### config.mk
export PLATFORM = sky130hd
export DESIGN_NAME = lcd_win_streamer
export DESIGN_NICKNAME = d
export VERILOG_FILES = /design/src/rtl/lcd_win_streamer_pkg.sv /design/src/rtl/lcd_win_streamer.sv
export SDC_FILE = /design/constraint.sdc
export NUM_CORES = 1
export LEC_CHECK = 0
export ABC_AREA = 1
export BUFFER_PORTS_ARGS = -buffer_cell sky130_fd_sc_hd__buf_2
export CORE_MARGIN = 5
export CORE_UTILIZATION = 60
export DETAILED_ROUTE_END_ITERATION = 8
export PLACE_DENSITY_LB_ADDON = 0.15
export SLEW_MARGIN = 10
export SYNTH_ARGS = -nofsm -noshare
export SYNTH_HDL_FRONTEND = slang
export SYNTH_SLANG_ARGS = --single-unit
### constraint.sdc
create_clock -name clk -period 4.2 [get_ports clk]
set_input_delay 0.63 -clock clk [delete_from_list [all_inputs] [get_ports clk]]
set_output_delay 0.63 -clock clk [all_outputs]
set_load 0.05 [all_outputs]
### src/rtl/lcd_win_streamer_pkg.sv
// Shared LCD constants (DCS opcodes, coordinate width) and the window streamer's
// state encoding and header helpers.
package lcd_defs;
    localparam int unsigned LCD_COORD_W = 9;
    localparam logic [7:0]  DCS_CASET   = 8'h2A;
    localparam logic [7:0]  DCS_RASET   = 8'h2B;
    localparam logic [7:0]  DCS_RAMWR   = 8'h2C;
endpackage

package lcd_win_streamer_pkg;
    import lcd_defs::*;

    localparam logic [1:0] ST_IDLE   = 2'd0;
    localparam logic [1:0] ST_HDR    = 2'd1;
    localparam logic [1:0] ST_PIX_HI = 2'd2;
    localparam logic [1:0] ST_PIX_LO = 2'd3;

    // Index of the final header byte (RAMWR opcode); the header is 11 bytes long.
    localparam logic [3:0] HDR_LAST  = 4'd10;

    // Coordinates go on the wire as 16-bit big-endian values, zero-extended.
    function automatic logic [7:0] coord_hi(input logic [LCD_COORD_W-1:0] c);
        logic [15:0] w_ext;
        w_ext = 16'(c);
        return w_ext[15:8];
    endfunction

    function automatic logic [7:0] coord_lo(input logic [LCD_COORD_W-1:0] c);
        logic [15:0] w_ext;
        w_ext = 16'(c);
        return w_ext[7:0];
    endfunction
endpackage

### src/rtl/lcd_win_streamer.sv
// Streams a CASET/RASET/RAMWR header and an RGB565 pixel window to an LCD byte PHY.
//
// state     | meaning
// ----------+-----------------------------------------------------------
// IDLE      | waiting for a window request; output slot empty
// HDR       | emitting the 11 header bytes from the corner registers
// PIX_HI    | waiting for a pixel; its high byte goes out on transfer
// PIX_LO    | emitting the latched low byte; finishes after the last one
module lcd_win_streamer
    import lcd_defs::*;
    import lcd_win_streamer_pkg::*;
#(
    parameter logic [7:0] CMD_CASET = DCS_CASET,
    parameter logic [7:0] CMD_RASET = DCS_RASET,
    parameter logic [7:0] CMD_RAMWR = DCS_RAMWR
) (
    input  logic                   clk,
    input  logic                   rst_n,
    input  logic [LCD_COORD_W-1:0] req_x0,
    input  logic [LCD_COORD_W-1:0] req_x1,
    input  logic [LCD_COORD_W-1:0] req_y0,
    input  logic [LCD_COORD_W-1:0] req_y1,
    input  logic                   req_valid,
    output logic                   req_ready,
    input  logic [15:0]            pix_data,
    input  logic                   pix_valid,
    output logic                   pix_ready,
    output logic [7:0]             phy_data,
    output logic                   phy_rs,
    output logic                   phy_valid,
    input  logic                   phy_ready,
    output logic                   busy,
    output logic                   done_stb,
    output logic                   err_stb
);

    logic [1:0]             r_state;
    logic                   r_started;
    logic [LCD_COORD_W-1:0] r_x0, r_x1, r_y0, r_y1;
    logic [LCD_COORD_W-1:0] r_col, r_row;
    logic [3:0]             r_hdr_idx;
    logic [7:0]             r_lo_byte;
    logic                   r_lo_sent;
    logic [7:0]             r_phy_data;
    logic                   r_phy_rs;
    logic                   r_phy_valid;
    logic                   r_done_err;

    logic       w_slot_free;
    logic       w_last_pix;
    logic       w_done_win;
    logic       w_req_bad;
    logic [7:0] w_hdr_data;
    logic       w_hdr_rs;

    assign w_slot_free = !r_phy_valid || phy_ready;
    assign w_last_pix  = (r_col == r_x1) && (r_row == r_y1);
    assign w_req_bad   = (req_x1 < req_x0) || (req_y1 < req_y0);
    assign w_done_win  = (r_state == ST_PIX_LO) && r_lo_sent && r_phy_valid && phy_ready;

    always_comb begin
        w_hdr_data = 8'h00;
        w_hdr_rs   = 1'b1;
        case (r_hdr_idx)
            4'd0:    begin w_hdr_data = CMD_CASET; w_hdr_rs = 1'b0; end
            4'd1:    w_hdr_data = coord_hi(r_x0);
            4'd2:    w_hdr_data = coord_lo(r_x0);
            4'd3:    w_hdr_data = coord_hi(r_x1);
            4'd4:    w_hdr_data = coord_lo(r_x1);
            4'd5:    begin w_hdr_data = CMD_RASET; w_hdr_rs = 1'b0; end
            4'd6:    w_hdr_data = coord_hi(r_y0);
            4'd7:    w_hdr_data = coord_lo(r_y0);
            4'd8:    w_hdr_data = coord_hi(r_y1);
            4'd9:    w_hdr_data = coord_lo(r_y1);
            4'd10:   begin w_hdr_data = CMD_RAMWR; w_hdr_rs = 1'b0; end
            default: w_hdr_data = 8'h00;
        endcase
    end

    always_ff @(posedge clk or negedge rst_n) begin
        if (!rst_n) begin
            r_state     <= ST_IDLE;
            r_started   <= 1'b0;
            r_x0        <= '0;
            r_x1        <= '0;
            r_y0        <= '0;
            r_y1        <= '0;
            r_col       <= '0;
            r_row       <= '0;
            r_hdr_idx   <= 4'd0;
            r_lo_byte   <= 8'h00;
            r_lo_sent   <= 1'b0;
            r_phy_data  <= 8'h00;
            r_phy_rs    <= 1'b0;
            r_phy_valid <= 1'b0;
            r_done_err  <= 1'b0;
        end else begin
            r_started  <= 1'b1;
            r_done_err <= 1'b0;
            if (r_phy_valid && phy_ready) begin
                r_phy_valid <= 1'b0;
            end
            case (r_state)
                ST_IDLE: begin
                    // r_hdr_idx is 0 here, so the mux already presents the CASET opcode.
                    if (req_valid && r_started) begin
                        if (w_req_bad) begin
                            r_done_err <= 1'b1;
                        end else begin
                            r_x0        <= req_x0;
                            r_x1        <= req_x1;
                            r_y0        <= req_y0;
                            r_y1        <= req_y1;
                            r_col       <= req_x0;
                            r_row       <= req_y0;
                            r_phy_data  <= w_hdr_data;
                            r_phy_rs    <= w_hdr_rs;
                            r_phy_valid <= 1'b1;
                            r_hdr_idx   <= 4'd1;
                            r_state     <= ST_HDR;
                        end
                    end
                end
                ST_HDR: begin
                    if (w_slot_free) begin
                        r_phy_data  <= w_hdr_data;
                        r_phy_rs    <= w_hdr_rs;
                        r_phy_valid <= 1'b1;
                        if (r_hdr_idx == HDR_LAST) begin
                            r_hdr_idx <= 4'd0;
                            r_state   <= ST_PIX_HI;
                        end else begin
                            r_hdr_idx <= r_hdr_idx + 4'd1;
                        end
                    end
                end
                ST_PIX_HI: begin
                    if (pix_valid && w_slot_free) begin
                        r_phy_data  <= pix_data[15:8];
                        r_phy_rs    <= 1'b1;
                        r_phy_valid <= 1'b1;
                        r_lo_byte   <= pix_data[7:0];
                        r_state     <= ST_PIX_LO;
                    end
                end
                ST_PIX_LO: begin
                    // After the final low byte is loaded, hold here until the PHY takes it.
                    if (!r_lo_sent) begin
                        if (w_slot_free) begin
                            r_phy_data  <= r_lo_byte;
                            r_phy_rs    <= 1'b1;
                            r_phy_valid <= 1'b1;
                            if (w_last_pix) begin
                                r_lo_sent <= 1'b1;
                            end else begin
                                if (r_col == r_x1) begin
                                    r_col <= r_x0;
                                    r_row <= r_row + 1'b1;
                                end else begin
                                    r_col <= r_col + 1'b1;
                                end
                                r_state <= ST_PIX_HI;
                            end
                        end
                    end else if (r_phy_valid && phy_ready) begin
                        r_lo_sent <= 1'b0;
                        r_state   <= ST_IDLE;
                    end
                end
                default: r_state <= ST_IDLE;
            endcase
        end
    end

    assign req_ready = r_started && (r_state == ST_IDLE);
    assign pix_ready = (r_state == ST_PIX_HI) && w_slot_free;
    assign busy      = (r_state != ST_IDLE);
    assign phy_data  = r_phy_data;
    assign phy_rs    = r_phy_rs;
    assign phy_valid = r_phy_valid;
    assign done_stb  = r_done_err || w_done_win;
    assign err_stb   = r_done_err;

endmodule

## Word-level counts from Yosys, hierarchy flattened

Index checks and enable logic that the tools add are counted.

| word-level totals | value |
|---|---|
| flip-flop bits (word level) | 81 |
| latch bits | 0 |
| RAM bits | 0 |
| ROM bits | 0 |
| input bits | 57 |
| output and inout port bits | 15 |
| logic and storage cells | 133 |
| memories | 0 |

| cells by class | value |
|---|---|
| add/subtract/negate cells | 3 |
| multipliers | 0 |
| divide/modulo/power cells | 0 |
| order comparisons | 2 |
| equality and inequality tests | 27 |
| shifts and indexed selects | 0 |
| multiplexer cells | 59 |
| bitwise gates (word level) | 1 |
| reductions and logical operators | 26 |

Operators with widths:

| operator | number |
|---|---|
| $mux 9 | 12 |
| $pmux 8 s11 | 1 |
| $mux 8 | 6 |
| $pmux 9 s2 | 2 |
| $pmux 8 s4 | 1 |
| $mux 1 | 20 |
| $add 9x1->9 const B | 2 |
| $eq 9x9->1 | 2 |
| $lt 9x9->1 | 2 |
| $mux 2 | 9 |
| $ne 2x2->1 const B | 9 |
| $eq 4x3->1 const B | 4 |
| $mux 4 | 4 |
| $eq 4x4->1 const B | 3 |
| $reduce_and 6->1 | 2 |
| $logic_and 1x1->1 | 9 |
| $eq 4x2->1 const B | 2 |
| $pmux 1 s4 | 2 |
| $pmux 2 s4 | 1 |
| $pmux 4 s2 | 1 |
| $reduce_and 8->1 | 1 |
| $reduce_and 7->1 | 1 |
| $ne 3x3->1 const B | 2 |
| $reduce_bool 2->1 | 3 |
| other kinds (14) | 17 |

## Logic depth before layout (Yosys ltp)

Gate-level depths: netlist of the first run.

| depth | value |
|---|---|
| word-level depth | 6 |
| depth in mapped cells | 15 |
| mapped depth without buffers | 15 |

## Least setup slack after synthesis of the first run

OpenSTA, ideal clock, no wires.

| path | value |
|---|---|
| kind | register to register |
| from | register r_phy_valid, in the netlist phy_valid |
| to | register r_lo_byte[2] |
| arrival | 2.142 ns |
| setup slack | 1.931 ns |
| stages on the path, launching flop included | 7 |
| path buffers | 1 |
| cell sequence | dfrtp_1 -> inv_1 -> nor2_1 -> nor2_1 -> nand2_1 -> buf_2 -> mux2_1 |

| between the ends | value |
|---|---|
| word-level cells in the longest chain between the ends | 4 |

RTL lines:

| element | RTL line | source |
|---|---|---|
| from (decl) | lcd_win_streamer.sv:46 | `logic r_phy_valid;` |
| from (signal assigned) | lcd_win_streamer.sv:95 | `r_phy_valid <= 1'b0;` |
| from (signal assigned) | lcd_win_streamer.sv:101 | `r_phy_valid <= 1'b0;` |
| from (signal assigned) | lcd_win_streamer.sv:118 | `r_phy_valid <= 1'b1;` |
| $logic_not 1->1 | lcd_win_streamer.sv:56 | `assign w_slot_free = !r_phy_valid \|\| phy_ready;` |
| $logic_or 1x1->1 | lcd_win_streamer.sv:56 |  |
| $logic_and 1x1->1 | lcd_win_streamer.sv:138 | `if (pix_valid && w_slot_free) begin` |
| $reduce_and 2->1 (no source line) | -- |  |
| to (signal assigned) | lcd_win_streamer.sv:142 | `r_lo_byte <= pix_data[7:0];` |
| to (decl) | lcd_win_streamer.sv:42 | `logic [7:0] r_lo_byte;` |

Every way passes these cells.
A chain may end at the register's enable or synchronous reset.

## Worst setup path in the final report of the first run

| path | value |
|---|---|
| from | register r_state[1] |
| to | output done_stb |

| between the ends | value |
|---|---|
| word-level cells in the longest chain between the ends | 5 |

RTL lines:

| element | RTL line | source |
|---|---|---|
| from (decl) | lcd_win_streamer.sv:37 | `logic [1:0] r_state;` |
| from (signal assigned) | lcd_win_streamer.sv:82 | `r_state <= ST_IDLE;` |
| from (signal assigned) | lcd_win_streamer.sv:120 | `r_state <= ST_HDR;` |
| from (signal assigned) | lcd_win_streamer.sv:131 | `r_state <= ST_PIX_HI;` |
| $eq 2x2->1 | lcd_win_streamer.sv:59 | `assign w_done_win = (r_state == ST_PIX_LO) && r_lo_sent && r_phy_valid && phy_ready;` |
| $logic_and 1x1->1 (3 in a row) | lcd_win_streamer.sv:59 |  |
| $logic_or 1x1->1 | lcd_win_streamer.sv:181 | `assign done_stb = r_done_err \|\| w_done_win;` |
| to (decl) | lcd_win_streamer.sv:33 | `output logic done_stb,` |

Every way passes these cells.

==> results of run 1 <==
## final cells by class
class / count / share of cell area
clock buffers: 9 / 0.0213
clock inverters: 7 / 0.0135
inverters: 100 / 0.0645
multi-input cells: 531 / 0.463
flip-flops and latches: 81 / 0.348
well taps: 108 / 0.0232
repair buffers: 73 / 0.0662
## registers in the layout (all words and copies together) (netlist names), 2 cells and up
name and count:
r_x1 9, r_hdr_idx 4, r_y0 9, r_col 9, r_x0 9, r_y1 9
r_lo_byte 8, r_state 2, phy_data 8, r_row 9
## kinds of logic after synthesis
kind of cell	synth area share
AND/OR/NAND/NOR	0.313
buffers and inverters	0.0881
AO/OA/AOI/OAI	0.124
flip-flops	0.391
adder cells (fa/ha/maj)	0.0435
XOR/XNOR	0.0304
multiplexers	0.00869
other	0.000724
## how the worst max path moves through the flow
stage,endpoint,slack [ns]
floorplan,r_lo_byte[2],1.93
global placement,r_y1[1],1.44
detailed placement,r_x1[2],1.38
CTS,done_stb,1.56
global route,done_stb,1.42
finish,done_stb,1.54
## metal layers
metal | up-vias | global-route usage
li1 | 2448 | -
met1 | 2332 | 0.387
met2 | 230 | 0.434
met3 | 33 | 0.0798
met4 | 0 | 0.0757
met5 | - | 0
## worst max-delay path: stages, from the launching register on
cell and delay, ns:
sky130_fd_sc_hd__dfrtp_1 0.51, sky130_fd_sc_hd__nand2_2 0.12, sky130_fd_sc_hd__buf_4 0.31, sky130_fd_sc_hd__nor2_1 0.11, sky130_fd_sc_hd__inv_2 0.09, sky130_fd_sc_hd__nor2_1 0.05, sky130_fd_sc_hd__or2_2 0.26, sky130_fd_sc_hd__buf_2 0.21
## per-stage QoR
stage / utilization / cell area (µm²) / hold slack (ns)
after floorplan: - / 5180 / 0.334
after CTS: 0.681 / 5820 / 0.467
after global placement: 0.657 / 5620 / 0.451
after detailed placement: 0.657 / 5620 / 0.467
final: 0.681 / 5820 / 0.441
after global routing: 0.681 / 5820 / 0.456
## layout by cell type (no fill, tap or decap), types with 17 or more instances in the layout
cell type	count
sky130_fd_sc_hd__a21oi_1	28
sky130_fd_sc_hd__buf_2	70
sky130_fd_sc_hd__dfrtp_1	81
sky130_fd_sc_hd__ha_1	18
sky130_fd_sc_hd__inv_1	81
sky130_fd_sc_hd__inv_2	17
sky130_fd_sc_hd__nand2_1	244
sky130_fd_sc_hd__nand3_1	48
sky130_fd_sc_hd__nor2_1	54
sky130_fd_sc_hd__o21ai_0	50
## power by group through the flow
stage | Clock [µW] | Sequential (µW) | Combinational, µW
after floorplan | 0 | 1490 | 1500
final | 593 | 1470 | 2090
after detailed placement | 0 | 1470 | 2060
after global placement | 0 | 1460 | 2000
after CTS | 602 | 1460 | 2070
after global routing | 636 | 1510 | 2350
==> impl_metrics.env, run 1 <==
export IMPL_ys_warn_count=0
export IMPL_final_min_period_over_clock_period=0.632
export IMPL_met3_length_um=1280
export IMPL_stdcell_count=909
export IMPL_syn_num_nets=803
export IMPL_synth_seq_cells=81
export IMPL_gr_total_overflow=0
export IMPL_timing_setup_tns_ns=0
export IMPL_io_pin_count=72
export IMPL_dp_hpwl_um=10700
export IMPL_worstSetupEndpointType="output port"
export IMPL_grt_start_max_net_pins=82
export IMPL_max_cap_viol_count=0
export IMPL_post_cts_resize_count=0
export IMPL_filler_cell_count=765
export IMPL_drt_drc_violations_left=0
export IMPL_ir_worst_vdd_v=0.000294
export IMPL_post_synth_inst_count=728
export IMPL_synth_enable_flop_cells=0
export IMPL_maxSlewHeadroom=0.306
export IMPL_worstSetupStartpoint="r_state[1]"
export IMPL_worst_endpoint_required_ns=3.57
export IMPL_seq_power_share=0.354
export IMPL_timing_worst_setup_path_type="reg -> out"
export IMPL_synthesis_area_per_instance_um2=7.12
export IMPL_power_share_switching=0.503
export IMPL_final_setup_fails=0
export IMPL_multiInputGateArea_um2=2700
export IMPL_cp_max_fo=25
export IMPL_tritoncts_num_buffers=9
export IMPL_power_per_cell_area_nw_per_um2=714
export IMPL_nets=871
export IMPL_clkLatencyLatePin_ns=0.37
export IMPL_synth_area_leaders="sky130_fd_sc_hd__dfrtp_1 (39%), sky130_fd_sc_hd__nand2_1 (18%), sky130_fd_sc_hd__inv_1 (5.9%)"
export IMPL_numClockSinks=81
export IMPL_first_iter_violations=389
export IMPL_clk_path_buf_depth=2
export IMPL_internal_power_uw=2070
export IMPL_post_cts_repair_setup_buffers=0
export IMPL_final_critical_path_setup_slack_ns=1.54
export IMPL_drt_pass1_iterations=5
export IMPL_synth_ff_type="sky130_fd_sc_hd__dfrtp_1"
export IMPL_sequential_share_of_the_synthesized_area=0.391
export IMPL_p_total_uw=4160
export IMPL_met2_length_um=6450
export IMPL_pwr_share_clk=0.143
export IMPL_fin_crit_ns=2.66
export IMPL_netSwitchingPower_uw=2090
export IMPL_place_port_buffers=71
export IMPL_r2r_start="r_state[1]"
export IMPL_routed_via_density=5.55
export IMPL_final_layout_size_suffix_gt1_frac=0.170
export IMPL_timing_fmax_mhz=376
export IMPL_startpoint_type="flop"
export IMPL_core_area_um2=8550
export IMPL_antenna_found_initial=0
export IMPL_layout_area_overhead_vs_synth_pct=12.4
export IMPL_routabilityCongestion=0.998
export IMPL_r2r_end="r_col[2]"
export IMPL_finalMaxSlewViolations=0
export IMPL_timing_worst_slew_pin_value_ns=1.04
export IMPL_post_synth_top_area_cell="sky130_fd_sc_hd__dfrtp_1"
export IMPL_floorplan_die_height_um=103
export IMPL_leakage_uw=0.00315
export IMPL_reg2reg_slack_ns=1.97
export IMPL_timing_hold_worst_class="in -> async"
export IMPL_synth_common_cells="sky130_fd_sc_hd__nand2_1 (244), sky130_fd_sc_hd__dfrtp_1 (81), sky130_fd_sc_hd__inv_1 (81)"
export IMPL_crit_arrival_ns=2.03
export IMPL_grtUsageTotal=0.280
export IMPL_grt_setup_unrepaired="false"
export IMPL_seqCellArea_um2=2030
export IMPL_clock_skew_ns=0.0135
export IMPL_fp_rows=34
export IMPL_vias=5043
export IMPL_dpl_cell_count=893
export IMPL_outcome="completed"
export IMPL_synth_cell_type_count=46
export IMPL_chipWidth_um=103
export IMPL_synthDominantCellAreaShare=0.391
export IMPL_hold_viol=0
export IMPL_first_global_vias=4806
export IMPL_reg2reg_path_depth=8
export IMPL_pwr_share_comb=0.503
export IMPL_grt_pass1_wl_um=23000
export IMPL_ys_async_sr_fraction=1.00
export IMPL_synth_most_common_cell="sky130_fd_sc_hd__nand2_1"
export IMPL_place_ws_ns=1.38
export IMPL_syn_area_um2=5180
export IMPL_drt_antenna_violating_nets=0
export IMPL_cts_hold_repair_buffers=0
export IMPL_root_buffer="sky130_fd_sc_hd__clkbuf_8"
export IMPL_initial_core_util=0.606
export IMPL_drt_total_wl_um=14100
export IMPL_clk_pin_slew_ns=0.09
export IMPL_antenna_diode_count=0
export IMPL_wl_per_cell_um=15.5
export IMPL_floorplan_die_area_um2=10600
export IMPL_tritoncts="built"
export IMPL_top_layer="met4"
export IMPL_h_tree_depth=3
export IMPL_wl_met1_um=6060
(Power assumes the default switching activity.)
==> run 2, diff against run 1 <==
CORE_UTILIZATION = 58   (was 60)
clock period = 2.6 ns   (was 4.2 ns; I/O delays follow)
==> run 2 against run 1 <==
Compared with the run above:
- non-clock buffer count up 3
- combinational power grew 59%
- first-iteration DRC count shrank 16%
- total power up 61%
- clock power is 65% higher
- sequential share of layout area decreased by 0.12 points
- register-to-register slack worse by 1.3 ns
- critical path type unchanged
- largest cell class unchanged
==> impl_metrics.env, run 2 (synthesis results as in run 1) <==
export IMPL_h_tree_depth=3
export IMPL_ir_worst_vdd_v=0.000551
export IMPL_dpl_cell_count=896
export IMPL_post_cts_repair_setup_buffers=0
export IMPL_gr_total_overflow=0
export IMPL_grt_setup_unrepaired="false"
export IMPL_mostFrequentLayoutCells="sky130_fd_sc_hd__nand2_1 (244), sky130_fd_sc_hd__inv_1 (81), sky130_fd_sc_hd__dfrtp_1 (81)"
export IMPL_root_buffer="sky130_fd_sc_hd__clkbuf_8"
export IMPL_place_port_buffers=71
export IMPL_final_common_cell="sky130_fd_sc_hd__nand2_1"
export IMPL_dp_hpwl_um=10900
export IMPL_initial_core_util=0.594
export IMPL_critical_path_max_stage_delay_ns=0.52
export IMPL_outcome="completed"
export IMPL_vias=5005
export IMPL_final_min_period_over_clock_period=0.915
export IMPL_grt_start_max_net_pins=82
export IMPL_routabilityCongestion=0.975
export IMPL_power_per_cell_area_nw_per_um2=1150
export IMPL_finalMaxSlewViolations=0
export IMPL_worstSetupEndpointType="output port"
export IMPL_first_global_vias=4899
export IMPL_final_critical_path_setup_slack_ns=0.221
export IMPL_fin_crit_ns=2.38
export IMPL_timing_worst_slew_pin_value_ns=1.03
export IMPL_p_total_uw=6700
export IMPL_place_ws_ns=0.198
export IMPL_drt_antenna_violating_nets=0
export IMPL_grtUsageTotal=0.262
export IMPL_layout_area_overhead_vs_synth_pct=12.8
export IMPL_maxSlewHeadroom=0.312
export IMPL_fp_rows=34
export IMPL_timing_fmax_mhz=420
export IMPL_cp_max_fo=17
export IMPL_crit_top_cell="sky130_fd_sc_hd__nor2_1"
export IMPL_stdcell_count=912
export IMPL_clk_path_buf_depth=2
export IMPL_antenna_found_initial=0
export IMPL_cts_hold_repair_buffers=0
export IMPL_timing_setup_tns_ns=0
export IMPL_crit_slowest_cell="sky130_fd_sc_hd__dfrtp_1"
export IMPL_chipWidth_um=105
export IMPL_first_iter_violations=328
export IMPL_final_layout_size_suffix_gt1_frac=0.173
export IMPL_tritoncts_num_buffers=9
export IMPL_startpoint_type="flop"
export IMPL_drt_total_wl_um=14100
export IMPL_routed_via_density=5.49
export IMPL_numClockSinks=81
export IMPL_final_setup_fails=0
export IMPL_crit_arrival_ns=1.99
export IMPL_drt_pass1_iterations=7
export IMPL_grt_pass1_wl_um=23600
export IMPL_clk_pin_slew_ns=0.10
export IMPL_io_pin_count=72
export IMPL_worst_endpoint_required_ns=2.21
export IMPL_tritoncts="built"
export IMPL_critical_path_cell_chain="nand2_2 -> nor2_1 -> inv_2 -> nor2_1 -> or2_2 -> buf_2"
export IMPL_floorplan_die_area_um2=10900
export IMPL_wl_per_cell_um=15.4
export IMPL_max_cap_viol_count=0
export IMPL_antenna_diode_count=0
export IMPL_nets=874
export IMPL_clkLatencyLatePin_ns=0.36
export IMPL_post_cts_resize_count=0
export IMPL_hold_viol=0
export IMPL_drt_drc_violations_left=0
export IMPL_leakage_uw=0.00317
export IMPL_timing_worst_setup_path_type="reg -> out"
export IMPL_clock_skew_ns=0.0123
export IMPL_core_area_um2=8720
export IMPL_timing_hold_worst_class="in -> async"
export IMPL_floorplan_die_height_um=105
-- run 2: cell count changes in the layout (fill, tap and decap cells not counted) --
cell                         previous run  this run
sky130_fd_sc_hd__clkinv_4               1         0
sky130_fd_sc_hd__clkinv_2               0         1
sky130_fd_sc_hd__inv_6                  2         3
sky130_fd_sc_hd__clkinvlp_4             3         2
sky130_fd_sc_hd__buf_4                  2         5
-- run 2: per-layer routing --
layer / routed length [µm] / up-vias / global-route usage
met5: 0 / - / 0
met4: 258 / 0 / 0.0749
met3: 1080 / 26 / 0.0490
met2: 6470 / 190 / 0.412
met1: 6250 / 2326 / 0.370
li1: - / 2463 / -
-- run 2: per-stage QoR --
stage | area, µm² | utilization | hold slack [ns]
final | 5840 | 0.670 | 0.206
after global routing | 5840 | 0.670 | 0.253
after CTS | 5840 | 0.670 | 0.246
after detailed placement | 5640 | 0.647 | 0.455
after global placement | 5640 | 0.647 | 0.452
after floorplan | 5180 | - | 0.0944
-- run 2: critical path: cells and delay by family (launching register included) --
kind                   cells  cell delay (ns)
buffers and inverters      2             0.33
AND/OR/NAND/NOR            4             0.78
flip-flops                 1             0.52
-- run 2: final timing paths --
path                                   from            to  slack [ns]  cells past startpoint
worst min-delay path                  rst_n       r_x0[8]        0.21                      1
max in group asynchronous             rst_n       r_x1[3]        1.74                      1
worst max register to register   r_state[1]      r_col[0]        0.65                      7
min in group clk                pix_data[2]  r_lo_byte[2]        0.25                      2
worst max-delay path             r_state[1]      done_stb        0.22                      6
worst min register to register  phy_data[6]   phy_data[6]        0.48                      2
-- run 2: cell type report --
cell class / instances / area, µm²
clock buffer: 9 / 124
clock inverter: 7 / 76.3
fill: 768 / 2880
inverter: 100 / 375
multi-input combinational: 531 / 2700
sequential: 81 / 2030
tap: 108 / 135
timing repair buffer: 76 / 408
-- run 2: power breakdown --
| part | total, µW | internal [µW] | switching [µW] |
|---|---|---|---|
| sequential | 2390 | 1810 | 577 |
| clock | 979 | 453 | 526 |
| combinational | 3330 | 1080 | 2250 |
| total | 6700 | 3350 | 3350 |
